[config.mk]
export PLATFORM = sky130hd
export DESIGN_NAME = screen_memsrv_flat
export DESIGN_NICKNAME = d
export VERILOG_FILES = /design/src/rtl/screen_memsrv_if.sv /design/src/rtl/screen_memsrv.sv /design/src/flat_wrapper.sv
export SDC_FILE = /design/constraint.sdc
export NUM_CORES = 1
export LEC_CHECK = 0
export CORE_UTILIZATION = 42
export CTS_CLUSTER_DIAMETER = 30
export CTS_CLUSTER_SIZE = 25
export DETAILED_ROUTE_END_ITERATION = 10
export PLACE_DENSITY = 0.86
export REMOVE_ABC_BUFFERS = 1
export SLEW_MARGIN = 20
export SYNTH_ARGS = -nofsm -noshare
export SYNTH_HDL_FRONTEND = slang
export SYNTH_SLANG_ARGS = --single-unit
[constraint.sdc]
create_clock -name clk -period 4.15 [get_ports clk]
set_clock_uncertainty 0.05 [all_clocks]
set_input_delay 1.245 -clock clk [delete_from_list [all_inputs] [get_ports clk]]
set_output_delay 1.245 -clock clk [all_outputs]
set_load 0.1 [all_outputs]
[src/rtl/screen_memsrv_if.sv]
// Bundles the screen read port, the CPU access port and the single-port RAM port
// of the screen memory server.
interface screen_memsrv_if #(
  parameter int DW     = 16,
  parameter int MEM_AW = 15
);
  logic              mem_ce;
  logic [MEM_AW-1:0] mem_addr;
  logic              mem_vld;
  logic [DW-1:0]     mem_dat;

  logic              cpu_ce;
  logic              cpu_we;
  logic [MEM_AW-1:0] cpu_addr;
  logic [DW-1:0]     cpu_wdat;
  logic              cpu_rdy;
  logic              cpu_rvld;
  logic [DW-1:0]     cpu_rdat;

  logic              ram_en;
  logic              ram_we;
  logic [MEM_AW-1:0] ram_addr;
  logic [DW-1:0]     ram_wdat;
  logic [DW-1:0]     ram_rdat;

  logic              ovf;

  modport slave (
    input  mem_ce, mem_addr, cpu_ce, cpu_we, cpu_addr, cpu_wdat, ram_rdat,
    output mem_vld, mem_dat, cpu_rdy, cpu_rvld, cpu_rdat,
           ram_en, ram_we, ram_addr, ram_wdat, ovf
  );

  modport master (
    output mem_ce, mem_addr, cpu_ce, cpu_we, cpu_addr, cpu_wdat, ram_rdat,
    input  mem_vld, mem_dat, cpu_rdy, cpu_rvld, cpu_rdat,
           ram_en, ram_we, ram_addr, ram_wdat, ovf
  );
endinterface

[src/rtl/screen_memsrv.sv]
// Arbitrates a single-port RAM between a latency-bounded screen reader (2-entry
// request FIFO with starvation limit) and a CPU port with hold-until-ready requests.
module screen_memsrv #(
  parameter int                DW         = 16,
  parameter int                MEM_AW     = 15,
  parameter logic [MEM_AW-1:0] SCR_BASE   = 15'h4000,
  parameter int                SCR_WORDS  = 8192,
  parameter int                STARVE_MAX = 4
) (
  input logic             clk,
  input logic             rstn,
  screen_memsrv_if.slave  bus
);

  localparam int SW = $clog2(STARVE_MAX + 1);
  localparam logic [SW-1:0]     STARVE_LIM = SW'(STARVE_MAX);
  localparam logic [MEM_AW:0]   SCR_LO     = {1'b0, SCR_BASE};
  localparam logic [MEM_AW:0]   SCR_HI     = SCR_LO + (MEM_AW + 1)'(SCR_WORDS);

  typedef enum logic [1:0] {
    TAG_NONE = 2'd0,
    TAG_SCR  = 2'd1,
    TAG_CPU  = 2'd2,
    TAG_OOR  = 2'd3
  } tag_e;

  logic [MEM_AW-1:0] addr_q [2];
  logic              inr_q  [2];
  logic              wr_ptr_q, wr_ptr_d;
  logic              rd_ptr_q, rd_ptr_d;
  logic [1:0]        cnt_q, cnt_d;
  logic [SW-1:0]     starve_q, starve_d;
  tag_e              tag_q, tag_d;
  logic              ovf_q, ovf_d;

  logic              head_vld, head_inr, urgent;
  logic [MEM_AW-1:0] head_addr;
  logic              scr_gnt, cpu_gnt, oor_pop;
  logic              pop, push, full, drop, req_inr;

  assign head_vld  = (cnt_q != 2'd0);
  assign head_addr = addr_q[rd_ptr_q];
  assign head_inr  = head_vld && inr_q[rd_ptr_q];
  assign urgent    = head_inr && (starve_q == STARVE_LIM);
  assign req_inr   = ({1'b0, bus.mem_addr} >= SCR_LO) && ({1'b0, bus.mem_addr} < SCR_HI);

  // Grant is gated by rstn so nothing reaches the RAM or CPU while held in reset.
  // An out-of-range head rides along a CPU write, but not a CPU read: both would
  // need the single return slot in the following cycle.
  always_comb begin
    scr_gnt = 1'b0;
    cpu_gnt = 1'b0;
    oor_pop = 1'b0;
    if (rstn) begin
      if (urgent) begin
        scr_gnt = 1'b1;
      end else if (bus.cpu_ce) begin
        cpu_gnt = 1'b1;
        oor_pop = head_vld && !head_inr && bus.cpu_we;
      end else if (head_vld) begin
        scr_gnt = head_inr;
        oor_pop = !head_inr;
      end
    end
  end

  assign pop  = scr_gnt || oor_pop;
  assign full = (cnt_q == 2'd2);
  assign push = bus.mem_ce && (!full || pop);
  assign drop = bus.mem_ce && full && !pop;

  // ---------------- next-state logic ----------------
  always_comb begin
    wr_ptr_d = push ? ~wr_ptr_q : wr_ptr_q;
    rd_ptr_d = pop  ? ~rd_ptr_q : rd_ptr_q;
    unique case ({push, pop})
      2'b10:   cnt_d = cnt_q + 2'd1;
      2'b01:   cnt_d = cnt_q - 2'd1;
      default: cnt_d = cnt_q;
    endcase

    starve_d = starve_q;
    if (scr_gnt) begin
      starve_d = '0;
    end else if (head_inr && (starve_q != STARVE_LIM)) begin
      starve_d = starve_q + 1'b1;
    end

    tag_d = TAG_NONE;
    if (scr_gnt) begin
      tag_d = TAG_SCR;
    end else if (cpu_gnt && !bus.cpu_we) begin
      tag_d = TAG_CPU;
    end else if (oor_pop) begin
      tag_d = TAG_OOR;
    end

    ovf_d = ovf_q || drop;
  end

  // ---------------- state registers ----------------
  always_ff @(posedge clk or negedge rstn) begin
    if (!rstn) begin
      wr_ptr_q <= 1'b0;
      rd_ptr_q <= 1'b0;
      cnt_q    <= 2'd0;
      starve_q <= '0;
      tag_q    <= TAG_NONE;
      ovf_q    <= 1'b0;
    end else begin
      wr_ptr_q <= wr_ptr_d;
      rd_ptr_q <= rd_ptr_d;
      cnt_q    <= cnt_d;
      starve_q <= starve_d;
      tag_q    <= tag_d;
      ovf_q    <= ovf_d;
    end
  end

  for (genvar gi = 0; gi < 2; gi++) begin : g_entry
    always_ff @(posedge clk or negedge rstn) begin
      if (!rstn) begin
        addr_q[gi] <= '0;
        inr_q[gi]  <= 1'b0;
      end else if (push && (wr_ptr_q == 1'(gi))) begin
        addr_q[gi] <= bus.mem_addr;
        inr_q[gi]  <= req_inr;
      end
    end
  end

  // ---------------- outputs ----------------
  always_comb begin
    bus.cpu_rdy  = cpu_gnt;
    bus.ram_en   = scr_gnt || cpu_gnt;
    bus.ram_we   = cpu_gnt && bus.cpu_we;
    bus.ram_addr = '0;
    bus.ram_wdat = '0;
    if (scr_gnt) begin
      bus.ram_addr = head_addr;
    end else if (cpu_gnt) begin
      bus.ram_addr = bus.cpu_addr;
      bus.ram_wdat = bus.cpu_wdat;
    end

    bus.mem_vld  = (tag_q == TAG_SCR) || (tag_q == TAG_OOR);
    bus.mem_dat  = (tag_q == TAG_SCR) ? bus.ram_rdat : '0;
    bus.cpu_rvld = (tag_q == TAG_CPU);
    bus.cpu_rdat = (tag_q == TAG_CPU) ? bus.ram_rdat : '0;
    bus.ovf      = ovf_q;
  end

endmodule
[src/flat_wrapper.sv]
// flat-port wrapper written by rule: the top's interface ports become plain ports
module screen_memsrv_flat 
#(
  parameter int                DW         = 16,
  parameter int                MEM_AW     = 15,
  parameter logic [MEM_AW-1:0] SCR_BASE   = 15'h4000,
  parameter int                SCR_WORDS  = 8192,
  parameter int                STARVE_MAX = 4
)
  (clk, rstn, bus_mem_ce, bus_mem_addr, bus_cpu_ce, bus_cpu_we, bus_cpu_addr, bus_cpu_wdat, bus_ram_rdat, bus_mem_vld, bus_mem_dat, bus_cpu_rdy, bus_cpu_rvld, bus_cpu_rdat, bus_ram_en, bus_ram_we, bus_ram_addr, bus_ram_wdat, bus_ovf);
  screen_memsrv_if #(.DW(DW), .MEM_AW(MEM_AW)) bus_i ();
  input logic clk;
  input logic rstn;
  input wire logic [$bits(bus_i.mem_ce)-1:0] bus_mem_ce;
  input wire logic [$bits(bus_i.mem_addr)-1:0] bus_mem_addr;
  input wire logic [$bits(bus_i.cpu_ce)-1:0] bus_cpu_ce;
  input wire logic [$bits(bus_i.cpu_we)-1:0] bus_cpu_we;
  input wire logic [$bits(bus_i.cpu_addr)-1:0] bus_cpu_addr;
  input wire logic [$bits(bus_i.cpu_wdat)-1:0] bus_cpu_wdat;
  input wire logic [$bits(bus_i.ram_rdat)-1:0] bus_ram_rdat;
  output wire logic [$bits(bus_i.mem_vld)-1:0] bus_mem_vld;
  output wire logic [$bits(bus_i.mem_dat)-1:0] bus_mem_dat;
  output wire logic [$bits(bus_i.cpu_rdy)-1:0] bus_cpu_rdy;
  output wire logic [$bits(bus_i.cpu_rvld)-1:0] bus_cpu_rvld;
  output wire logic [$bits(bus_i.cpu_rdat)-1:0] bus_cpu_rdat;
  output wire logic [$bits(bus_i.ram_en)-1:0] bus_ram_en;
  output wire logic [$bits(bus_i.ram_we)-1:0] bus_ram_we;
  output wire logic [$bits(bus_i.ram_addr)-1:0] bus_ram_addr;
  output wire logic [$bits(bus_i.ram_wdat)-1:0] bus_ram_wdat;
  output wire logic [$bits(bus_i.ovf)-1:0] bus_ovf;
  assign bus_i.mem_ce = bus_mem_ce;
  assign bus_i.mem_addr = bus_mem_addr;
  assign bus_i.cpu_ce = bus_cpu_ce;
  assign bus_i.cpu_we = bus_cpu_we;
  assign bus_i.cpu_addr = bus_cpu_addr;
  assign bus_i.cpu_wdat = bus_cpu_wdat;
  assign bus_i.ram_rdat = bus_ram_rdat;
  assign bus_mem_vld = bus_i.mem_vld;
  assign bus_mem_dat = bus_i.mem_dat;
  assign bus_cpu_rdy = bus_i.cpu_rdy;
  assign bus_cpu_rvld = bus_i.cpu_rvld;
  assign bus_cpu_rdat = bus_i.cpu_rdat;
  assign bus_ram_en = bus_i.ram_en;
  assign bus_ram_we = bus_i.ram_we;
  assign bus_ram_addr = bus_i.ram_addr;
  assign bus_ram_wdat = bus_i.ram_wdat;
  assign bus_ovf = bus_i.ovf;
  screen_memsrv #(.DW(DW), .MEM_AW(MEM_AW), .SCR_BASE(SCR_BASE), .SCR_WORDS(SCR_WORDS), .STARVE_MAX(STARVE_MAX)) u_core (.clk(clk), .rstn(rstn), .bus(bus_i));
endmodule
Word level (Yosys, flattened, before mapping)
Index checks and enable logic that the tools add are counted.
{ "totals": {"register_bits": 42, "inputBits": 67, "out_inout_bits": 69} }
{ "op_classes": {"n_addsub": 3, "magnitude_cmp": 3, "eq_ne": 8, "muxes": 29, "bitwise": 3, "reduce_logical": 25} }
{ "ops": {"columns": ["operator", "n"], "rows": [
  ["15-bit two-way mux", 5],
  ["16-bit two-way mux", 4],
  ["15-bit greater-or-equal comparator, second input constant", 1],
  ["15-bit less-than comparator, second input constant", 1],
  ["1-bit two-way mux", 14],
  ["1-bit logical AND", 13],
  ["2-bit == test, second input constant", 4],
  ["2-bit two-way mux", 3],
  ["3-bit two-way mux", 2],
  ["2-bit nonzero test", 3],
  ["1-bit logical OR", 5],
  ["2-bit by 1-bit == test with 1-bit output, second input constant", 2],
  ["1-bit logical NOT", 4],
  ["2-bit case mux with 2 select lines", 1],
  ["3-bit by 1-bit adder with 3-bit output, second input constant", 1],
  ["3-bit == test, second input constant", 1],
  ["3-bit inequality test, second input constant", 1],
  ["2-bit by 1-bit adder with 2-bit output, second input constant", 1],
  ["2-bit greater-or-equal comparator, second input constant", 1],
  ["1-bit inverter", 2],
  ["1-bit inverter with 2-bit output", 1],
  ["2-bit by 1-bit subtractor with 2-bit output, second input constant", 1]
]} }

Depth between registers and ports, before layout
{ "logic_depth": {"word_depth": 16, "mapped_depth": 11} }

Worst setup path after synthesis
No wires, ideal clock.
{ "synth_path": {"path_kind": "input port to output port", "start": "in bus_cpu_ce", "end": "out bus_ram_addr[0]", "t_arrival_ns": 4.060, "required_time_ns": 2.855, "path_slack_ns": -1.205, "path_stages": 4, "path_cell_list": "a21bo_2 -> nand4_1 -> clkbuf_1 -> o21ai_0"} }
{ "synth_between": {"elab_chain_cells": 5} }
{ "synth_lines": {"columns": ["element", "line_no", "source"], "rows": [
  ["start: declaration", "flat_wrapper.sv:16", "input wire logic [$bits(bus_i.cpu_ce)-1:0] bus_cpu_ce;"],
  ["1-bit two-way mux", "screen_memsrv.sv:57", "end else if (bus.cpu_ce) begin"],
  ["1-bit two-way mux", "screen_memsrv.sv:55", "if (urgent) begin"],
  ["1-bit two-way mux", "screen_memsrv.sv:54", "if (rstn) begin"],
  ["15-bit two-way mux", "screen_memsrv.sv:141", "end else if (cpu_gnt) begin"],
  ["15-bit two-way mux (*)", "screen_memsrv.sv:139", "if (scr_gnt) begin"],
  ["end: declaration", "flat_wrapper.sv:28", "output wire logic [$bits(bus_i.ram_addr)-1:0] bus_ram_addr;"]
]} }
Mark *: on every way between the ends. The rest lies on a longest branch, timed or not.

Worst setup path in the final report
{ "layout_path": {"start": "in bus_cpu_ce", "end": "out bus_ram_addr[8]"} }
Same word-level chain as after synthesis.

==> run_results.csv <==
group,metric,value,unit
route,wl_per_cell,18.7,µm
floorplan,io_pins,136,
sta,post-route-period-util,0.989,
clocking,root_buffer,"clkbuf_8",
yosys,yosys_warnings,0,
finish,drive_gt1_frac,0.341,
pwr,p_sw_frac,0.497,
route,antenna_left,0,
run_status,outcome,"finished, final reports clean",
worst_setup_path,path_class,"input pin to output pin",
route,wl_met1,3.07,mm
place,dpl-instance-area,4580,µm²
sta,relSlewSlack,0.317,
pwr,p_leak,0.00201,µW
worst_setup_path,cpMaxStageDelayCell,"clkdlybuf4s50_1",
worst_setup_path,path_cells,"clkdlybuf4s50_1, a21bo_2, nand4_1, buf_4, o21ai_1, buf_12",
route,routed_via_density,5.07,
global_route,grt_pass1_wl,12.7,mm
sta,setup_tns,0,ps
clocking,cts_tree,"done",
finish,finalCoreUtilization,0.838,
global_route,grt_usage,0.274,
worst_setup_path,cp.required,2850,ps
pwr,intPower,1720,µW
min_path,min_path_type,"flop to flop",
yosys,synth_cells,229,
pwr,p_seq_frac,0.217,
sta,rsz0062_at_grt,"yes",
finish,fin_nets,436,
place,io_buffers,135,
route,vias,2227,
global_route,grt_pass1_vias,2363,
route,wirelength,8.23,mm
floorplan,die_w,78.9,µm
pwr,p_total,3420,µW
clocking,holdBufCountCts,0,
route,drtPass1Iterations,4,
finish,stdcell_area,4700,µm²
sta,finalMaxSlewViolations,0,
clocking,cts.clk_slew.worst_paths,70,ps
flow_run,drv_cap,0,
worst_setup_path,ff2ff_setup_slack,1560,ps
worst_setup_path,cp_max_fo,9,
clocking,clk_path_buf_depth,2,
floorplan,core_area,5610,µm²
yosys,yosysSeqAreaShare,0.423,
route,top_layer,"met4",
finish,layout_common_cells,"67 x clkdlybuf4s50_1, 67 x buf_12, 50 x and2_1",
place,routabilityCongestion,0.837,
floorplan,num_rows,27,
place,dp_slack,-36.7,ps
clocking,clk-insertion-delay-late,290,ps
clocking,post_cts_buffers,0,
floorplan,initial_core_util,0.443,
route,drt_iter0_drc,43,
sta,final.setup.worst_slack,47.3,ps
global_route,grt_max_degree,38,
worst_setup_path,cp_slowest_stage_delay,440,ps
pwr,vdd_ir_drop_max,0.534,mV
pwr,power.density,727,nW/µm²
floorplan,die_y,78.9,µm
floorplan,die_area,6230,µm²
finish,diodes,0,
yosys,ys_ff_latch,42,
clocking,cts.sinks,42,
place,place_hpwl,6.47,mm
pwr,p_clk_frac,0.093,
yosys,synthesis.area,2480,µm²
yosys,syn_area_per_cell,10.8,µm²
global_route,grt-ovfl-total,0,
sta,worst_slew_pin_slew,1020,ps
finish,synthToLayoutAreaGrowth,89.3,%
sta,max_freq,244,MHz
pwr,p_sw,1700,µW
worst_setup_path,end_kind,"output pin",
sta,setup_viol,0,
yosys,ys_types,32,
finish,nFillCells,290,
route,wl_met2,4.33,mm
route,wl_met3,627,µm
sta,hold_viol,0,
worst_setup_path,startpoint_type,"input pin",
pwr,power_frac_comb,0.690,
global_route,grt_antenna_before_repair,0,
clocking,htree_levels,2,
sta,post-route-min-period,4100,ps
worst_setup_path,arrival,2810,ps
route,remaining_drc_errors,0,
clocking,cts_inserted_buffers,5,
-- power by group through the flow --
stage | Sequential, µW | Combinational, µW | Clock, µW
after floorplan | 785 | 1490 | 0
after global placement | 724 | 2290 | 0
after detailed placement | 749 | 2340 | 0
after CTS | 743 | 2360 | 320
after global routing | 767 | 2450 | 343
final | 742 | 2360 | 317
-- state kept, by name, summed over array words and instances, names as in the netlist --
| register | count |
|---|---|
| u_core.addr_q | 30 |
| u_core.bus.ovf | 1 |
| u_core.cnt_q | 2 |
| u_core.inr_q | 2 |
| u_core.rd_ptr_q | 1 |
| u_core.starve_q | 3 |
| u_core.tag_q | 2 |
| u_core.wr_ptr_q | 1 |
-- logic make-up (layout without fill, tap and decap cells) --
logic type,count (synthesis),in the layout,synth area share
simple gates,83,83,0.184
mux,50,50,0.235
flops,42,42,0.423
compound gates,28,28,0.0892
buf+inv,18,156,0.0353
xor+xnor,5,5,0.0176
fa+ha+maj,3,3,0.0151
-- Yosys cell counts (all sizes together) --
master / number / area, µm²
nand2: 21 / 78.8
a31oi: 3 / 33.8
nor2: 3 / 11.3
dfrtp: 42 / 1050
nand3: 1 / 5.00
a22o: 1 / 8.76
a311oi: 1 / 26.3
o21ai: 16 / 80.1
a21bo: 1 / 10.0
mux2i: 16 / 164
clkbuf: 9 / 33.8
a32o: 1 / 10.0
buf: 3 / 31.3
a2111oi: 1 / 8.76
o2111ai: 1 / 26.3
a21oi: 2 / 10.0
and2: 50 / 313
o21bai: 1 / 7.51
or2: 1 / 6.26
xnor2: 2 / 17.5
inv: 6 / 22.5
mux2: 34 / 420
nand4: 1 / 6.26
xor2: 3 / 26.3
nand2b: 2 / 12.5
ha: 3 / 37.5
nor2b: 4 / 25.0
-- area by class of cell --
cell class,count,area (µm²),area share
Inverter,6,22.5,0.00479
Clock inverter,2,37.5,0.00798
Multi-Input combinational cell,169,1360,0.289
Sequential cell,42,1050,0.224
Clock buffer,6,72.6,0.0154
Timing Repair Buffer,142,2070,0.440
Tap cell,72,90.1,0.0192
-- metrics by stage --
stage / cells / hold WS [ps]
floorplan: 217 / 419
global placement: 431 / 431
detailed placement: 431 / 438
CTS: 439 / 453
global route: 439 / 466
finish: 439 / 452
-- worst max-delay path: cells and delay by family --
| kind | cells | cell delay (ps) |
|---|---|---|
| simple gates | 1 | 170 |
| buf+inv | 3 | 910 |
| compound gates | 2 | 480 |
-- worst paths after layout --
kind	from	depth (start not counted)	endpoint
worst max register to register	u_core.rd_ptr_q$_DFFE_PN0P_	9	u_core.cnt_q[1]$_DFFE_PN0P_
min in group asynchronous	rstn	1	u_core.starve_q[0]$_DFFE_PN0P_
worst max-delay path	bus_cpu_ce	6	bus_ram_addr[8]
worst min-delay path	u_core.bus.ovf$_DFF_PN0_	1	u_core.bus.ovf$_DFF_PN0_
worst min register to register	u_core.bus.ovf$_DFF_PN0_	1	u_core.bus.ovf$_DFF_PN0_
max in group asynchronous	rstn	2	u_core.addr_q[21]$_DFFE_PN0P_
-- what timing repair did --
action,in CTS,in global routing
hold endpoints to repair,0,0
endpoints found under the setup margin,6,9
resized for setup,6,10
-- per-layer routing --
| metal | global-route usage | vias up |
|---|---|---|
| li1 | - | 1049 |
| met4 | 0.0891 | 0 |
| met2 | 0.505 | 98 |
| met1 | 0.303 | 1064 |
| met3 | 0.0759 | 16 |
| met5 | 0 | - |
(Power assumes the default switching activity.)
